File: src/rtl/jstk_pkg.sv
// Shared constants, state type and frame-byte layout for the PmodJSTK SPI responder.
package jstk_pkg;

  localparam int unsigned JSTK_FRAME_BYTES  = 5;
  localparam int unsigned JSTK_CMD_FLAG_BIT = 7;

  localparam logic [2:0] JSTK_B_XLO = 3'd0;
  localparam logic [2:0] JSTK_B_XHI = 3'd1;
  localparam logic [2:0] JSTK_B_YLO = 3'd2;
  localparam logic [2:0] JSTK_B_YHI = 3'd3;
  localparam logic [2:0] JSTK_B_BTN = 3'd4;

  typedef enum logic [0:0] {
    IDLE,
    ACTIVE
  } jstk_rsp_state_t;

  function automatic logic [7:0] jstk_frame_byte(input logic [9:0] x, input logic [9:0] y,
                                                 input logic [2:0] btn, input logic [2:0] idx);
    logic [7:0] b;
    b = 8'h00;
    case (idx)
      JSTK_B_XLO: b = x[7:0];
      JSTK_B_XHI: b = {6'b0, x[9:8]};
      JSTK_B_YLO: b = y[7:0];
      JSTK_B_YHI: b = {6'b0, y[9:8]};
      JSTK_B_BTN: b = {5'b0, btn};
      default:    b = 8'h00;
    endcase
    return b;
  endfunction

endpackage

File: src/rtl/pmod_jstk_responder_if.sv
// SPI pin bundle between the joystick master and the PmodJSTK responder.
interface pmod_jstk_responder_if;

  logic ss;
  logic sclk;
  logic mosi;
  logic miso;
  logic miso_oe;

  modport master (
    output ss,
    output sclk,
    output mosi,
    input  miso,
    input  miso_oe
  );

  modport slave (
    input  ss,
    input  sclk,
    input  mosi,
    output miso,
    output miso_oe
  );

endinterface

File: src/rtl/spi_edge_sync.sv
// Multi-flop synchronizer for an asynchronous SPI pin, plus registered-history edge pulses.
module spi_edge_sync #(
  parameter int unsigned SyncStages = 2
) (
  input  logic clk_i,
  input  logic rst_i,
  input  logic d_i,
  output logic level_o,
  output logic rise_o,
  output logic fall_o
);

  logic [SyncStages-1:0] sync_q;
  logic                  prev_q;

  // Chain and history reset low so a pin already low at reset release yields no fall.
  always_ff @(posedge clk_i) begin
    if (rst_i) begin
      sync_q <= '0;
      prev_q <= 1'b0;
    end else begin
      sync_q <= {sync_q[SyncStages-2:0], d_i};
      prev_q <= sync_q[SyncStages-1];
    end
  end

  assign level_o = sync_q[SyncStages-1];
  assign rise_o  = sync_q[SyncStages-1] & ~prev_q;
  assign fall_o  = ~sync_q[SyncStages-1] & prev_q;

endmodule

File: src/rtl/pmod_jstk_responder.sv
// PmodJSTK SPI mode-0 responder: snapshots X/Y/buttons per frame and captures the command byte.
// Define JSTK_RSP_LED_EN to let command bytes with bit 7 set drive the LED outputs.
module pmod_jstk_responder
  import jstk_pkg::*;
#(
  parameter int unsigned SYNC_STAGES = 2,
  parameter int unsigned NUM_BYTES   = JSTK_FRAME_BYTES
) (
  input  logic                        clk_i,
  input  logic                        rst_i,
  input  logic [9:0]                  x_i,
  input  logic [9:0]                  y_i,
  input  logic [2:0]                  btn_i,
  pmod_jstk_responder_if.slave        spi,
  output logic [1:0]                  led_o,
  output logic [7:0]                  cmd_byte_o,
  output logic                        cmd_valid_o,
  output logic                        xfer_done_o,
  output logic                        busy_o
);

  logic ss_rise, ss_fall, ss_lvl;
  logic sclk_rise, sclk_fall, sclk_lvl;
  logic mosi_lvl, mosi_rise, mosi_fall;

  spi_edge_sync #(.SyncStages(SYNC_STAGES)) u_sync_ss (
    .clk_i  (clk_i),
    .rst_i  (rst_i),
    .d_i    (spi.ss),
    .level_o(ss_lvl),
    .rise_o (ss_rise),
    .fall_o (ss_fall)
  );

  spi_edge_sync #(.SyncStages(SYNC_STAGES)) u_sync_sclk (
    .clk_i  (clk_i),
    .rst_i  (rst_i),
    .d_i    (spi.sclk),
    .level_o(sclk_lvl),
    .rise_o (sclk_rise),
    .fall_o (sclk_fall)
  );

  spi_edge_sync #(.SyncStages(SYNC_STAGES)) u_sync_mosi (
    .clk_i  (clk_i),
    .rst_i  (rst_i),
    .d_i    (spi.mosi),
    .level_o(mosi_lvl),
    .rise_o (mosi_rise),
    .fall_o (mosi_fall)
  );

  logic unused_sync;
  assign unused_sync = ^{ss_lvl, sclk_lvl, mosi_rise, mosi_fall};

  jstk_rsp_state_t state_q, state_d;
  logic [9:0] snap_x_q, snap_x_d, snap_y_q, snap_y_d;
  logic [2:0] snap_btn_q, snap_btn_d;
  logic [7:0] tx_sr_q, tx_sr_d, rx_sr_q, rx_sr_d, rx_next;
  logic [2:0] bit_cnt_q, bit_cnt_d, byte_cnt_q, byte_cnt_d;
  logic [7:0] cmd_byte_q, cmd_byte_d;
  logic       cmd_valid_q, cmd_valid_d, xfer_done_q, xfer_done_d;

  function automatic logic [7:0] frame_byte(input logic [9:0] x, input logic [9:0] y,
                                            input logic [2:0] btn, input logic [2:0] idx);
    if (32'(idx) >= NUM_BYTES) return 8'h00;
    return jstk_frame_byte(x, y, btn, idx);
  endfunction

  assign rx_next = {rx_sr_q[6:0], mosi_lvl};

  always_comb begin
    state_d     = state_q;
    snap_x_d    = snap_x_q;
    snap_y_d    = snap_y_q;
    snap_btn_d  = snap_btn_q;
    tx_sr_d     = tx_sr_q;
    rx_sr_d     = rx_sr_q;
    bit_cnt_d   = bit_cnt_q;
    byte_cnt_d  = byte_cnt_q;
    cmd_byte_d  = cmd_byte_q;
    cmd_valid_d = 1'b0;
    xfer_done_d = 1'b0;
    unique case (state_q)
      IDLE: begin
        if (ss_fall) begin
          state_d    = ACTIVE;
          snap_x_d   = x_i;
          snap_y_d   = y_i;
          snap_btn_d = btn_i;
          tx_sr_d    = frame_byte(x_i, y_i, btn_i, JSTK_B_XLO);
          rx_sr_d    = 8'h00;
          bit_cnt_d  = 3'd0;
          byte_cnt_d = 3'd0;
        end
      end
      ACTIVE: begin
        // SS rise has priority over any SCLK edge seen in the same cycle.
        if (ss_rise) begin
          state_d     = IDLE;
          tx_sr_d     = 8'h00;
          xfer_done_d = (32'(byte_cnt_q) >= NUM_BYTES);
        end else if (sclk_rise) begin
          rx_sr_d   = rx_next;
          bit_cnt_d = bit_cnt_q + 3'd1;
          if (bit_cnt_q == 3'd7) begin
            if (byte_cnt_q != 3'd7) byte_cnt_d = byte_cnt_q + 3'd1;
            if (byte_cnt_q == 3'd0) begin
              cmd_byte_d  = rx_next;
              cmd_valid_d = 1'b1;
            end
          end
        end else if (sclk_fall) begin
          if (bit_cnt_q == 3'd0) begin
            tx_sr_d = frame_byte(snap_x_q, snap_y_q, snap_btn_q, byte_cnt_q);
          end else begin
            tx_sr_d = {tx_sr_q[6:0], 1'b0};
          end
        end
      end
      default: state_d = IDLE;
    endcase
  end

  always_ff @(posedge clk_i) begin
    if (rst_i) begin
      state_q     <= IDLE;
      snap_x_q    <= '0;
      snap_y_q    <= '0;
      snap_btn_q  <= '0;
      tx_sr_q     <= '0;
      rx_sr_q     <= '0;
      bit_cnt_q   <= '0;
      byte_cnt_q  <= '0;
      cmd_byte_q  <= '0;
      cmd_valid_q <= 1'b0;
      xfer_done_q <= 1'b0;
    end else begin
      state_q     <= state_d;
      snap_x_q    <= snap_x_d;
      snap_y_q    <= snap_y_d;
      snap_btn_q  <= snap_btn_d;
      tx_sr_q     <= tx_sr_d;
      rx_sr_q     <= rx_sr_d;
      bit_cnt_q   <= bit_cnt_d;
      byte_cnt_q  <= byte_cnt_d;
      cmd_byte_q  <= cmd_byte_d;
      cmd_valid_q <= cmd_valid_d;
      xfer_done_q <= xfer_done_d;
    end
  end

`ifdef JSTK_RSP_LED_EN
  logic [1:0] led_q, led_d;

  always_comb begin
    led_d = led_q;
    if (cmd_valid_d && cmd_byte_d[JSTK_CMD_FLAG_BIT]) led_d = cmd_byte_d[1:0];
  end

  always_ff @(posedge clk_i) begin
    if (rst_i) led_q <= 2'b00;
    else       led_q <= led_d;
  end

  assign led_o = led_q;
`else
  assign led_o = 2'b00;
`endif

  // tx_sr is cleared whenever the frame ends, so MISO idles low.
  assign spi.miso    = tx_sr_q[7];
  assign spi.miso_oe = (state_q == ACTIVE);
  assign busy_o      = (state_q == ACTIVE);
  assign cmd_byte_o  = cmd_byte_q;
  assign cmd_valid_o = cmd_valid_q;
  assign xfer_done_o = xfer_done_q;

endmodule
File: src/flat_wrapper.sv
// flat-port wrapper written by rule: the top's interface ports become plain ports
module pmod_jstk_responder_flat import jstk_pkg::*;
#(
  parameter int unsigned SYNC_STAGES = 2,
  parameter int unsigned NUM_BYTES   = JSTK_FRAME_BYTES
)
  (clk_i, rst_i, x_i, y_i, btn_i, led_o, cmd_byte_o, cmd_valid_o, xfer_done_o, busy_o, spi_ss, spi_sclk, spi_mosi, spi_miso, spi_miso_oe);
  pmod_jstk_responder_if spi_i ();
  input  logic clk_i;
  input  logic rst_i;
  input  logic [9:0] x_i;
  input  logic [9:0] y_i;
  input  logic [2:0] btn_i;
  output logic [1:0] led_o;
  output logic [7:0] cmd_byte_o;
  output logic cmd_valid_o;
  output logic xfer_done_o;
  output logic busy_o;
  input wire logic [$bits(spi_i.ss)-1:0] spi_ss;
  input wire logic [$bits(spi_i.sclk)-1:0] spi_sclk;
  input wire logic [$bits(spi_i.mosi)-1:0] spi_mosi;
  output wire logic [$bits(spi_i.miso)-1:0] spi_miso;
  output wire logic [$bits(spi_i.miso_oe)-1:0] spi_miso_oe;
  assign spi_i.ss = spi_ss;
  assign spi_i.sclk = spi_sclk;
  assign spi_i.mosi = spi_mosi;
  assign spi_miso = spi_i.miso;
  assign spi_miso_oe = spi_i.miso_oe;
  pmod_jstk_responder #(.SYNC_STAGES(SYNC_STAGES), .NUM_BYTES(NUM_BYTES)) u_core (.clk_i(clk_i), .rst_i(rst_i), .x_i(x_i), .y_i(y_i), .btn_i(btn_i), .spi(spi_i), .led_o(led_o), .cmd_byte_o(cmd_byte_o), .cmd_valid_o(cmd_valid_o), .xfer_done_o(xfer_done_o), .busy_o(busy_o));
endmodule
File: config.mk
export PLATFORM = sky130hd
export DESIGN_NAME = pmod_jstk_responder_flat
export DESIGN_NICKNAME = d
export VERILOG_FILES = /design/src/rtl/jstk_pkg.sv /design/src/rtl/pmod_jstk_responder_if.sv /design/src/rtl/spi_edge_sync.sv /design/src/rtl/pmod_jstk_responder.sv /design/src/flat_wrapper.sv
export SDC_FILE = /design/constraint.sdc
export NUM_CORES = 1
export LEC_CHECK = 0
export BUFFER_PORTS_ARGS = -buffer_cell sky130_fd_sc_hd__buf_2
export CAP_MARGIN = 20
export CELL_PAD_IN_SITES_DETAIL_PLACEMENT = 0
export CELL_PAD_IN_SITES_GLOBAL_PLACEMENT = 1
export CORE_MARGIN = 8
export CORE_UTILIZATION = 45
export CTS_CLUSTER_SIZE = 25
export DETAILED_ROUTE_END_ITERATION = 12
export GPL_TIMING_DRIVEN = 1
export PLACE_DENSITY_LB_ADDON = 0.1
export SYNTH_ARGS = -nofsm -noshare
export SYNTH_HDL_FRONTEND = slang
export SYNTH_HIERARCHICAL = 1
export SYNTH_SLANG_ARGS = --single-unit
File: constraint.sdc
create_clock -name clk_i -period 4.05 [get_ports clk_i]
set_input_delay 0.2025 -clock clk_i [delete_from_list [all_inputs] [get_ports clk_i]]
set_output_delay 0.2025 -clock clk_i [all_outputs]
set_load 0.01 [all_outputs]
==> flow_summary.html, run 1 <==
<table>
<tr><th>Metric</th><th>Value</th></tr>
<tr><th colspan="2">Run status</th></tr>
<tr><td>Run status</td><td>completed</td></tr>
<tr><th colspan="2">Placement</th></tr>
<tr><td>Final HPWL DP</td><td>4.02 mm</td></tr>
<tr><td>Routability cong.</td><td>0.767</td></tr>
<tr><td>Buffers on Ports</td><td>40</td></tr>
<tr><td>Post-placement cell area</td><td>between 0.002 and 0.003 mm²</td></tr>
<tr><td>Cell Count Post-Placement</td><td>roughly 400</td></tr>
<tr><th colspan="2">Critical path</th></tr>
<tr><td>CP endpoint kind</td><td>flop</td></tr>
<tr><td>Max FO, Critical Path</td><td>18</td></tr>
<tr><td>Kind of cell with the highest combined delay on the critical path</td><td>flip-flops</td></tr>
<tr><td>Type of the worst setup path</td><td>reg -&gt; reg</td></tr>
<tr><td>Flop2flop setup slack</td><td>1.79 ns</td></tr>
<tr><td>Levels on crit path</td><td>6</td></tr>
<tr><td>Startpoint Class</td><td>flop</td></tr>
<tr><td>Bufs and invs on worst path</td><td>1</td></tr>
<tr><td>Slowest stage delay, CP</td><td>0.72 ns</td></tr>
<tr><td>Crit-path cells</td><td>inv_1, ha_1, nor2_1, a221oi_2, a222oi_1, a211oi_2</td></tr>
<tr><td>Depth of the most critical reg-to-reg path</td><td>6</td></tr>
<tr><td>Crit-path slowest cell</td><td>sky130_fd_sc_hd__dfxtp_1</td></tr>
<tr><td>Arrival @ worst endpoint</td><td>2.45 ns</td></tr>
<tr><td>Required arrival time at the worst endpoint</td><td>4.24 ns</td></tr>
<tr><th colspan="2">Detailed routing</th></tr>
<tr><td>DRC violation count after routing</td><td>0</td></tr>
<tr><td>Drt initial violations</td><td>between 100 and 150</td></tr>
<tr><td>Post-detailed-route wirelength per cell</td><td>14.6 µm</td></tr>
<tr><td>Detail-routed via count per cell</td><td>5.23</td></tr>
<tr><td>Number of vias in the routed layout</td><td>2,186</td></tr>
<tr><td>Final antenna-violating net count</td><td>0</td></tr>
<tr><td>Total length of routed wires</td><td>about 6.1 mm</td></tr>
<tr><td>First-pass iteration count of the detailed router</td><td>4</td></tr>
<tr><th colspan="2">Global routing</th></tr>
<tr><td>Overall routing resource usage</td><td>14.7%</td></tr>
<tr><td>Number of antenna violations at the first check in global routing</td><td>0</td></tr>
<tr><td>GR Overflow Total</td><td>0</td></tr>
<tr><td>Number of global-route vias before repair</td><td>between 1,500 and 2,000</td></tr>
<tr><td>Maximum number of pins on one net before global-route repair</td><td>59</td></tr>
<tr><td>First-pass GRT wire length</td><td>10.1 mm</td></tr>
<tr><th colspan="2">STA</th></tr>
<tr><td>RSZ-0062 raised after global routing</td><td>false</td></tr>
<tr><td>Sum Neg Setup Slack</td><td>0 ns</td></tr>
<tr><td>Maximum operating frequency</td><td>approximately 440 MHz</td></tr>
<tr><td>Final-report hold violation count</td><td>0</td></tr>
<tr><td>Actual slew at the worst max-slew pin</td><td>0.628 ns</td></tr>
<tr><td>Clk_skew</td><td>0.00519 ns</td></tr>
<tr><td>Final worst path period need</td><td>2.26 ns</td></tr>
<tr><td>Period Utilization, post-route</td><td>55.7%</td></tr>
<tr><td>Final-report max-slew violation count</td><td>0</td></tr>
<tr><td>Tightest slew margin relative to the limit</td><td>58.0%</td></tr>
<tr><td>Final count of negative-setup-slack endpoints</td><td>0</td></tr>
<tr><th colspan="2">CTS</th></tr>
<tr><td>Clk sinks</td><td>63</td></tr>
<tr><td>Count of H-tree levels built during CTS</td><td>3</td></tr>
<tr><td>Max Buffers Root-to-Sink</td><td>2</td></tr>
<tr><td>Clock tree from TritonCTS</td><td>done</td></tr>
<tr><td>Clock root buffer</td><td>sky130_fd_sc_hd__clkbuf_8</td></tr>
<tr><td>Number of instances resized during post-cts repair</td><td>0</td></tr>
<tr><td>Worst-path clk slew</td><td>about 0.060 ns</td></tr>
<tr><td>Clock Latency Late Sink</td><td>0.34 ns</td></tr>
<tr><td>Total clock buffers created by CTS</td><td>9</td></tr>
<tr><td>Setup repair bufs after CTS</td><td>0</td></tr>
<tr><td>Hold-fix buffers, CTS</td><td>0</td></tr>
<tr><th colspan="2">Hold path</th></tr>
<tr><td>Worst min-delay path class</td><td>in -&gt; reg</td></tr>
<tr><td>Hold Path Stages</td><td>2</td></tr>
<tr><th colspan="2">Final layout</th></tr>
<tr><td>Fraction of final layout cells sized beyond drive strength 1</td><td>19.0%</td></tr>
<tr><td>Diode insertion count for antenna repair</td><td>0</td></tr>
<tr><td>Cell area after layout</td><td>~0.003 mm²</td></tr>
<tr><td>Post-Layout Cell Count</td><td>418</td></tr>
<tr><td>Layout net count</td><td>about 380</td></tr>
<tr><td>Synthesis-to-layout area growth</td><td>13.2%</td></tr>
<tr><th colspan="2">Synth</th></tr>
<tr><td>Synthesized instance count</td><td>307</td></tr>
<tr><td>Average footprint of a synthesized cell</td><td>8.86 µm²</td></tr>
<tr><td>Synthesis Warnings</td><td>6</td></tr>
<tr><td>Area of the mapped netlist</td><td>around 0.0027 mm²</td></tr>
<tr><th colspan="2">Die</th></tr>
<tr><td>Die Outline Area</td><td>0.00879 mm²</td></tr>
<tr><td>Num ports</td><td>43</td></tr>
<tr><td>Initial cell density of the core</td><td>around 46%</td></tr>
<tr><td>Height of the die</td><td>93.7 µm</td></tr>
<tr><td>Number of placement rows</td><td>28</td></tr>
<tr><td>Die Span X</td><td>93.7 µm</td></tr>
<tr><td>Placeable core area</td><td>0.00589 mm²</td></tr>
<tr><th colspan="2">Run</th></tr>
<tr><td>Number of violations of the max-capacitance limit</td><td>0</td></tr>
<tr><th colspan="2">Power</th></tr>
<tr><td>Total power</td><td>approximately 1.2 mW</td></tr>
<tr><td>Maximum vdd ir drop</td><td>0.172 mV</td></tr>
<tr><td>Power Density</td><td>377 mW/mm²</td></tr>
<tr><td>Leakage power</td><td>~1.1 nW</td></tr>
</table>
[worst reg2reg max path: stages, from the launching register on]
cell	delay [ns]
sky130_fd_sc_hd__dfxtp_1	0.72
sky130_fd_sc_hd__inv_1	0.14
sky130_fd_sc_hd__ha_1	0.27
sky130_fd_sc_hd__nor2_1	0.31
sky130_fd_sc_hd__a221oi_2	0.16
sky130_fd_sc_hd__a222oi_1	0.39
sky130_fd_sc_hd__a211oi_2	0.13
[cell type report]
class,instances,area (µm²)
Tap cell,75,93.8
Fill cell,611,2810
Clock inverter,4,22.5
Timing Repair Buffer,43,223
Sequential cell,63,1260
Multi-Input combinational cell,213,1310
Clock buffer,12,135
Inverter,8,30.0
[path summary, 6_finish.rpt]
kind,end,start
setup reg to reg,u_core/tx_sr_q[2],u_core/byte_cnt_q[2]
setup / recovery,u_core/tx_sr_q[2],u_core/byte_cnt_q[2]
hold / removal,u_core/u_sync_sclk/sync_q[0],spi_sclk
hold reg to reg,u_core/u_sync_sclk/sync_q[1],u_core/u_sync_sclk/sync_q[0]
[report_power, final]
part	leakage (nW)	switching (mW)	total, mW	internal, mW
registers	0.510	0.00846	0.642	0.633
clock network	0.0801	0.231	0.450	0.219
logic	0.547	0.0383	0.0672	0.0289
total	1.14	0.278	1.16	0.881
[metrics by stage]
stage / setup WS, ns / hold slack, ns / util (%)
floorplan: 2.11 / 0.274 / -
global placement: 1.99 / 0.414 / 49.6
detailed placement: 1.83 / 0.418 / 49.6
CTS: 1.82 / 0.0552 / 52.3
global route: 1.59 / 0.0611 / 52.3
finish: 1.79 / 0.0721 / 52.3
[per-layer routing]
metal	share of wire [%]	wire [µm]	global-route usage [%]
met2	44	2720	21.7
met3	5.3	327	3.52
met1	48	2920	18.7
met5	0	0	0
met4	2.5	153	9.51
[registers in the layout (all words and copies together) (netlist names), 2 cells and up]
register	flops
u_core/snap_y_q	10
u_core/u_sync_mosi/sync_q	2
u_core/u_sync_sclk/sync_q	2
u_core/tx_sr_q	8
u_core/snap_x_q	10
u_core/cmd_byte_o	8
u_core/bit_cnt_q	3
u_core/byte_cnt_q	3
u_core/u_sync_ss/sync_q	2
u_core/snap_btn_q	3
u_core/rx_sr_q	7
[placed cells by master, fill, tap and decap left out, types with 2 or more instances in the layout]
master and instances:
sky130_fd_sc_hd__a2111oi_0 5, sky130_fd_sc_hd__a211oi_1 6, sky130_fd_sc_hd__a211oi_2 2, sky130_fd_sc_hd__a21oi_1 34, sky130_fd_sc_hd__a221oi_1 5, sky130_fd_sc_hd__a222oi_1 4
sky130_fd_sc_hd__a22oi_1 8, sky130_fd_sc_hd__a32oi_1 2, sky130_fd_sc_hd__buf_2 40, sky130_fd_sc_hd__buf_4 3, sky130_fd_sc_hd__clkbuf_1 3, sky130_fd_sc_hd__clkbuf_8 9
sky130_fd_sc_hd__clkinv_2 3, sky130_fd_sc_hd__conb_1 2, sky130_fd_sc_hd__dfxtp_1 63, sky130_fd_sc_hd__ha_1 9, sky130_fd_sc_hd__inv_1 7, sky130_fd_sc_hd__mux2i_1 10
sky130_fd_sc_hd__nand2_1 58, sky130_fd_sc_hd__nand2b_1 4, sky130_fd_sc_hd__nand3_1 10, sky130_fd_sc_hd__nor2_1 25, sky130_fd_sc_hd__nor2b_1 13, sky130_fd_sc_hd__o21ai_0 3
No activity file was read; power rests on OpenSTA's default activity.
==> run 2, diff against run 1 <==
- CORE_UTILIZATION: 45 -> 38
- clock period: 4.05 -> 2.05 ns (I/O delays scaled with it)
==> run 2 against run 1 <==
Effect of this change:
- cell count is 11% higher
- final area is 9.9% higher
- sequential cell count stayed put
- critical path depth stayed put
- largest cell class unchanged
- largest power group unchanged
==> flow_summary.html, run 2 (synthesis gave the netlist of run 1 again) <==
<table>
<tr><th>Metric</th><th>Value</th></tr>
<tr><th colspan="2">Run status</th></tr>
<tr><td>Run status</td><td>completed</td></tr>
<tr><th colspan="2">CTS</th></tr>
<tr><td>Setup repair bufs after CTS</td><td>0</td></tr>
<tr><td>Clk sinks</td><td>between 60 and 70</td></tr>
<tr><td>Clock root buffer</td><td>sky130_fd_sc_hd__clkbuf_8</td></tr>
<tr><td>Clock Latency Late Sink</td><td>0.35 ns</td></tr>
<tr><td>Total clock buffers created by CTS</td><td>9</td></tr>
<tr><td>Clock tree from TritonCTS</td><td>done</td></tr>
<tr><td>Worst-path clk slew</td><td>0.07 ns</td></tr>
<tr><td>Count of H-tree levels built during CTS</td><td>3</td></tr>
<tr><td>Max Buffers Root-to-Sink</td><td>2</td></tr>
<tr><th colspan="2">Die</th></tr>
<tr><td>Die Outline Area</td><td>around 0.010 mm²</td></tr>
<tr><td>Height of the die</td><td>101 µm</td></tr>
<tr><td>Placeable core area</td><td>between 0.007 and 0.008 mm²</td></tr>
<tr><td>Number of placement rows</td><td>31</td></tr>
<tr><td>Initial cell density of the core</td><td>38.3%</td></tr>
<tr><td>Num ports</td><td>43</td></tr>
<tr><td>Die Span X</td><td>101 µm</td></tr>
<tr><th colspan="2">Critical path</th></tr>
<tr><td>Required arrival time at the worst endpoint</td><td>2.32 ns</td></tr>
<tr><td>Terminus of the critical flop-to-flop path</td><td>u_core/tx_sr_q[2]</td></tr>
<tr><td>Max FO, Critical Path</td><td>5</td></tr>
<tr><td>Launch instance of the worst register-to-register path</td><td>u_core/byte_cnt_q[1]</td></tr>
<tr><td>Flop2flop setup slack</td><td>0.16 ns</td></tr>
<tr><td>Arrival @ worst endpoint</td><td>approximately 2.2 ns</td></tr>
<tr><td>CP endpoint kind</td><td>flop</td></tr>
<tr><td>Type of the worst setup path</td><td>reg -&gt; reg</td></tr>
<tr><td>Startpoint Class</td><td>flop</td></tr>
<tr><td>Depth of the most critical reg-to-reg path</td><td>6</td></tr>
<tr><th colspan="2">STA</th></tr>
<tr><td>Final hold slack</td><td>0.00924 ns</td></tr>
<tr><td>Final-report max-slew violation count</td><td>0</td></tr>
<tr><td>Period Utilization, post-route</td><td>92.3%</td></tr>
<tr><td>Final count of negative-setup-slack endpoints</td><td>0</td></tr>
<tr><td>Maximum operating frequency</td><td>between 500 and 600 MHz</td></tr>
<tr><td>Final worst path period need</td><td>1.89 ns</td></tr>
<tr><td>Clk_skew</td><td>0.00530 ns</td></tr>
<tr><td>RSZ-0062 raised after global routing</td><td>false</td></tr>
<tr><td>Sum Neg Setup Slack</td><td>0 ns</td></tr>
<tr><td>Final-report hold violation count</td><td>0</td></tr>
<tr><td>Smallest setup slack after layout</td><td>0.159 ns</td></tr>
<tr><th colspan="2">Global routing</th></tr>
<tr><td>Overall routing resource usage</td><td>13.4%</td></tr>
<tr><td>Number of global-route vias before repair</td><td>approximately 2,200</td></tr>
<tr><td>Number of antenna violations at the first check in global routing</td><td>0</td></tr>
<tr><td>GR Overflow Total</td><td>0</td></tr>
<tr><td>First-pass GRT wire length</td><td>between 10 and 15 mm</td></tr>
<tr><td>Maximum number of pins on one net before global-route repair</td><td>41</td></tr>
<tr><th colspan="2">Final layout</th></tr>
<tr><td>Most frequent cells in the layout</td><td>63 x sky130_fd_sc_hd__dfxtp_1, 58 x sky130_fd_sc_hd__nand2_1, 40 x sky130_fd_sc_hd__buf_2</td></tr>
<tr><td>Leading cell type in the layout, fill and taps excluded</td><td>sky130_fd_sc_hd__dfxtp_1</td></tr>
<tr><td>Fill cell count</td><td>727</td></tr>
<tr><td>Multi-input gate area in the final layout</td><td>0.00132 mm²</td></tr>
<tr><td>Layout net count</td><td>399</td></tr>
<tr><td>Post-Layout Cell Count</td><td>roughly 470</td></tr>
<tr><td>Diode insertion count for antenna repair</td><td>0</td></tr>
<tr><td>Leading registers by flop count</td><td>u_core/snap_x_q: 10 flops, u_core/snap_y_q: 10 flops</td></tr>
<tr><td>Sequential standard cell area</td><td>0.00126 mm²</td></tr>
<tr><td>Post-layout util</td><td>47.6%</td></tr>
<tr><td>Fraction of final layout cells sized beyond drive strength 1</td><td>approximately a fifth</td></tr>
<tr><td>Synthesis-to-layout area growth</td><td>24.3%</td></tr>
<tr><th colspan="2">Detailed routing</th></tr>
<tr><td>DRC violation count after routing</td><td>0</td></tr>
<tr><td>Drt initial violations</td><td>119</td></tr>
<tr><td>Total length of routed wires</td><td>6.53 mm</td></tr>
<tr><td>Number of vias in the routed layout</td><td>roughly 2,300</td></tr>
<tr><td>Detail-routed via count per cell</td><td>4.89</td></tr>
<tr><td>Post-detailed-route wirelength per cell</td><td>approximately 14 µm</td></tr>
<tr><td>First-pass iteration count of the detailed router</td><td>4</td></tr>
<tr><td>Final antenna-violating net count</td><td>0</td></tr>
<tr><th colspan="2">Hold path</th></tr>
<tr><td>Worst Hold End</td><td>u_core/snap_x_q[7]</td></tr>
<tr><td>Worst min-delay path class</td><td>in -&gt; reg</td></tr>
<tr><td>Worst Min Path Start</td><td>x_i[7]</td></tr>
<tr><td>Hold Path Stages</td><td>3</td></tr>
<tr><th colspan="2">Run</th></tr>
<tr><td>Number of violations of the max-capacitance limit</td><td>0</td></tr>
<tr><th colspan="2">Power</th></tr>
<tr><td>Leakage power</td><td>1.27 nW</td></tr>
<tr><td>Maximum vdd ir drop</td><td>0.398 mV</td></tr>
<tr><td>Power Density</td><td>738 mW/mm²</td></tr>
<tr><th colspan="2">Placement</th></tr>
<tr><td>Pre-CTS setup slack</td><td>0.133 ns</td></tr>
<tr><td>Routability cong.</td><td>0.764</td></tr>
<tr><td>Buffers on Ports</td><td>40</td></tr>
<tr><td>Final HPWL DP</td><td>4.30 mm</td></tr>
<tr><td>Cell Count Post-Placement</td><td>433</td></tr>
</table>
[run 2: how the worst max path moves through the flow]
stage                   endpoint  slack, ns  cells past startpoint            startpoint
2_1_floorplan  u_core/tx_sr_q[2]       0.11                      8  u_core/byte_cnt_q[2]
3_3_place_gp   u_core/tx_sr_q[6]       0.19                      7  u_core/byte_cnt_q[0]
3_5_place_dp   u_core/tx_sr_q[2]       0.13                      6  u_core/byte_cnt_q[0]
4_1_cts        u_core/tx_sr_q[7]       0.12                      7  u_core/byte_cnt_q[0]
5_1_grt        u_core/tx_sr_q[3]       0.01                      7  u_core/byte_cnt_q[0]
6_report       u_core/tx_sr_q[2]       0.16                      6  u_core/byte_cnt_q[1]
[run 2: timing repair]
item	CTS	global route
endpoints found under the setup margin	0	4
gates resized for setup	0	3
hold buffers	17	0
endpoints found under the hold margin	17	0
[run 2: power breakdown]
part           switching (mW)  internal [mW]  total, mW
combinational          0.0829         0.0824      0.165
sequential             0.0150           1.25       1.27
clock                   0.475          0.589       1.06
[run 2: layer usage]
metal | wire (µm) | vias to the layer above | global-route usage [%] | part of all wire, %
met5 | 0 | - | 0 | 0
met4 | 102 | 0 | 6.16 | 1.6
met3 | 339 | 10 | 5.46 | 5.2
met2 | 2950 | 37 | 21.1 | 45
met1 | 3140 | 1059 | 15.6 | 48
li1 | - | 1172 | - | -
[run 2: layout make-up]
cell class                 count  share of cell area, %
multi-input combinational    213                   39.0
sequential                    63                   37.3
timing repair buffer          67                   13.5
clock buffer                  12                   4.29
tap                           99                   3.66
clock inverter                 4                   1.33
inverter                       8                  0.888
[run 2: stage by stage]
stage,area (µm²),total power [mW]
2_1_floorplan,2720,1.38
3_3_place_gp,3010,1.43
3_5_place_dp,3010,1.44
4_1_cts,3370,2.53
5_1_grt,3380,2.60
6_report,3380,2.50
[run 2: critical path: stages, from the launching register on]
cell and delay [ns]:
sky130_fd_sc_hd__dfxtp_1 0.37, sky130_fd_sc_hd__inv_1 0.09, sky130_fd_sc_hd__ha_1 0.24, sky130_fd_sc_hd__or3_1 0.38, sky130_fd_sc_hd__a221oi_2 0.34, sky130_fd_sc_hd__a222oi_1 0.17
sky130_fd_sc_hd__a211oi_2 0.24
==> run 3, diff against run 2 <==
- CORE_MARGIN: 8 -> 3
==> run 3 against run 2 <==
Effect of this change:
- final area decreased by 2.0%
- routed wire length decreased by 3.5%
- critical endpoint is now u_core/tx_sr_q[1]
- largest cell class unchanged
- power decreased by 6.8%
- clock skew increased by 0.0032 ns
==> flow_summary.html, run 3 (synthesis gave the netlist of run 1 again) <==
<table>
<tr><th>Metric</th><th>Value</th></tr>
<tr><th colspan="2">Critical path</th></tr>
<tr><td>Levels on crit path</td><td>6</td></tr>
<tr><td>Arrival @ worst endpoint</td><td>~2.1 ns</td></tr>
<tr><td>Most frequent cell on the critical path</td><td>sky130_fd_sc_hd__a222oi_1</td></tr>
<tr><td>Required arrival time at the worst endpoint</td><td>2.24 ns</td></tr>
<tr><td>Crit-path slowest cell</td><td>sky130_fd_sc_hd__dfxtp_1</td></tr>
<tr><td>Kind of cell with the highest combined delay on the critical path</td><td>compound AO/OA/AOI/OAI gates</td></tr>
<tr><td>Crit-path cells</td><td>inv_1, ha_1, a222oi_1, o21ai_0, a222oi_1, a211oi_2</td></tr>
<tr><td>Type of the worst setup path</td><td>reg -&gt; reg</td></tr>
<tr><td>Slowest stage delay, CP</td><td>0.41 ns</td></tr>
<tr><td>Startpoint Class</td><td>flop</td></tr>
<tr><td>CP endpoint kind</td><td>flop</td></tr>
<tr><td>Depth of the most critical reg-to-reg path</td><td>6</td></tr>
<tr><td>Max FO, Critical Path</td><td>7</td></tr>
<tr><td>Bufs and invs on worst path</td><td>1</td></tr>
<tr><th colspan="2">CTS</th></tr>
<tr><td>Setup repair bufs after CTS</td><td>0</td></tr>
<tr><td>Total clock buffers created by CTS</td><td>9</td></tr>
<tr><td>Count of H-tree levels built during CTS</td><td>3</td></tr>
<tr><td>Clk sinks</td><td>between 60 and 70</td></tr>
<tr><td>Worst-path clk slew</td><td>around 0.070 ns</td></tr>
<tr><td>Clock tree from TritonCTS</td><td>done</td></tr>
<tr><td>Clock root buffer</td><td>sky130_fd_sc_hd__clkbuf_8</td></tr>
<tr><td>Max Buffers Root-to-Sink</td><td>2</td></tr>
<tr><td>Clock Latency Late Sink</td><td>0.34 ns</td></tr>
<tr><th colspan="2">STA</th></tr>
<tr><td>Smallest setup slack after layout</td><td>~0.14 ns</td></tr>
<tr><td>Sum Neg Setup Slack</td><td>0 ns</td></tr>
<tr><td>Final-report max-slew violation count</td><td>0</td></tr>
<tr><td>Maximum operating frequency</td><td>523 MHz</td></tr>
<tr><td>Actual slew at the worst max-slew pin</td><td>0.681 ns</td></tr>
<tr><td>Clk_skew</td><td>0.00845 ns</td></tr>
<tr><td>RSZ-0062 raised after global routing</td><td>false</td></tr>
<tr><td>Final-report hold violation count</td><td>0</td></tr>
<tr><td>Final worst path period need</td><td>1.91 ns</td></tr>
<tr><td>Final count of negative-setup-slack endpoints</td><td>0</td></tr>
<tr><td>Tightest slew margin relative to the limit</td><td>a little over half</td></tr>
<tr><td>Period Utilization, post-route</td><td>93.3%</td></tr>
<tr><th colspan="2">Final layout</th></tr>
<tr><td>Most frequent cells in the layout</td><td>63 x sky130_fd_sc_hd__dfxtp_1, 58 x sky130_fd_sc_hd__nand2_1, 40 x sky130_fd_sc_hd__buf_2</td></tr>
<tr><td>Diode insertion count for antenna repair</td><td>0</td></tr>
<tr><td>Leading registers by flop count</td><td>u_core/snap_x_q: 10 flops, u_core/snap_y_q: 10 flops</td></tr>
<tr><td>Layout net count</td><td>396</td></tr>
<tr><td>Synthesis-to-layout area growth</td><td>21.9%</td></tr>
<tr><td>Fraction of final layout cells sized beyond drive strength 1</td><td>between 20% and 30%</td></tr>
<tr><td>Leading cell type in the layout, fill and taps excluded</td><td>sky130_fd_sc_hd__dfxtp_1</td></tr>
<tr><td>Post-layout util</td><td>48.3%</td></tr>
<tr><th colspan="2">Hold path</th></tr>
<tr><td>Worst min-delay path class</td><td>in -&gt; reg</td></tr>
<tr><td>Hold Path Stages</td><td>3</td></tr>
<tr><th colspan="2">Global routing</th></tr>
<tr><td>Maximum number of pins on one net before global-route repair</td><td>36</td></tr>
<tr><td>Overall routing resource usage</td><td>roughly 16%</td></tr>
<tr><td>Number of global-route vias before repair</td><td>approximately 2,200</td></tr>
<tr><td>Number of antenna violations at the first check in global routing</td><td>0</td></tr>
<tr><td>GR Overflow Total</td><td>0</td></tr>
<tr><td>First-pass GRT wire length</td><td>approximately 11 mm</td></tr>
<tr><th colspan="2">Power</th></tr>
<tr><td>Total power</td><td>around 2.3 mW</td></tr>
<tr><td>Maximum vdd ir drop</td><td>0.371 mV</td></tr>
<tr><td>Leakage power</td><td>1.24 nW</td></tr>
<tr><td>Power Density</td><td>702 mW/mm²</td></tr>
<tr><th colspan="2">Die</th></tr>
<tr><td>Num ports</td><td>43</td></tr>
<tr><td>Height of the die</td><td>just over 90 µm</td></tr>
<tr><td>Initial cell density of the core</td><td>39.6%</td></tr>
<tr><td>Die Span X</td><td>approximately 91 µm</td></tr>
<tr><td>Die Outline Area</td><td>0.00821 mm²</td></tr>
<tr><td>Placeable core area</td><td>0.00687 mm²</td></tr>
<tr><td>Number of placement rows</td><td>30</td></tr>
<tr><th colspan="2">Detailed routing</th></tr>
<tr><td>Detail-routed via count per cell</td><td>a little under 5</td></tr>
<tr><td>Final antenna-violating net count</td><td>0</td></tr>
<tr><td>DRC violation count after routing</td><td>0</td></tr>
<tr><td>Total length of routed wires</td><td>roughly 6.3 mm</td></tr>
<tr><td>Number of vias in the routed layout</td><td>2,285</td></tr>
<tr><td>Post-detailed-route wirelength per cell</td><td>around 14 µm</td></tr>
<tr><td>First-pass iteration count of the detailed router</td><td>4</td></tr>
<tr><td>Drt initial violations</td><td>94</td></tr>
<tr><th colspan="2">Placement</th></tr>
<tr><td>Routability cong.</td><td>roughly 0.73</td></tr>
<tr><td>Buffers on Ports</td><td>40</td></tr>
<tr><td>Final HPWL DP</td><td>4.04 mm</td></tr>
<tr><td>Pre-CTS setup slack</td><td>0.122 ns</td></tr>
<tr><th colspan="2">Run status</th></tr>
<tr><td>Run status</td><td>completed</td></tr>
<tr><th colspan="2">Run</th></tr>
<tr><td>Number of violations of the max-capacitance limit</td><td>0</td></tr>
</table>
-- run 3: what timing repair did --
item,CTS,global route
hold buffers,13,0
gates resized for setup,0,5
endpoints found under the hold margin,13,0
setup endpoints to repair,0,6
-- run 3: layout make-up --
cell class,instances,area [µm²]
repair buffers,64,425
inverters,8,30.0
clock inverters,4,22.5
well taps,96,120
flip-flops and latches,63,1260
fillers,711,3550
clock buffers,12,135
multi-input cells,213,1320
-- run 3: worst paths after layout --
kind                            slack (ns)                            to                          from
worst max-delay path                  0.14             u_core/tx_sr_q[1]          u_core/byte_cnt_q[0]
worst min-delay path                 0.005          u_core/snap_btn_q[1]                      btn_i[1]
worst max register to register        0.14             u_core/tx_sr_q[1]          u_core/byte_cnt_q[0]
worst min register to register        0.43  u_core/u_sync_sclk/sync_q[1]  u_core/u_sync_sclk/sync_q[0]
-- run 3: metrics by stage --
step	area, µm²	hold slack (ns)	instances
2_1_floorplan	2720	0.174	308
3_3_place_gp	3020	0.310	431
3_5_place_dp	3020	0.314	431
4_1_cts	3310	0.000305	460
5_1_grt	3310	0.00639	460
6_report	3310	0.00506	460
-- run 3: worst min-delay path: stages --
cell	delay (ns)
sky130_fd_sc_hd__buf_2	0.09
sky130_fd_sc_hd__nand2_1	0.05
sky130_fd_sc_hd__a21oi_1	0.05
-- run 3: metal layers --
layer	share of wire [%]	vias to the layer above	wire, µm	GRT usage (%)
met4	1.3	0	79	6.25
met1	49	1048	3060	21.3
met3	4.9	9	311	4.17
met5	0	-	0	0
li1	-	1169	-	-
met2	45	59	2850	24.3
-- run 3: report_power, final --
part	internal (mW)	switching, mW	total (mW)	leakage, nW
combinational	0.0792	0.0831	0.162	0.646
sequential	1.25	0.0149	1.27	0.510
clock	0.433	0.465	0.899	0.0801
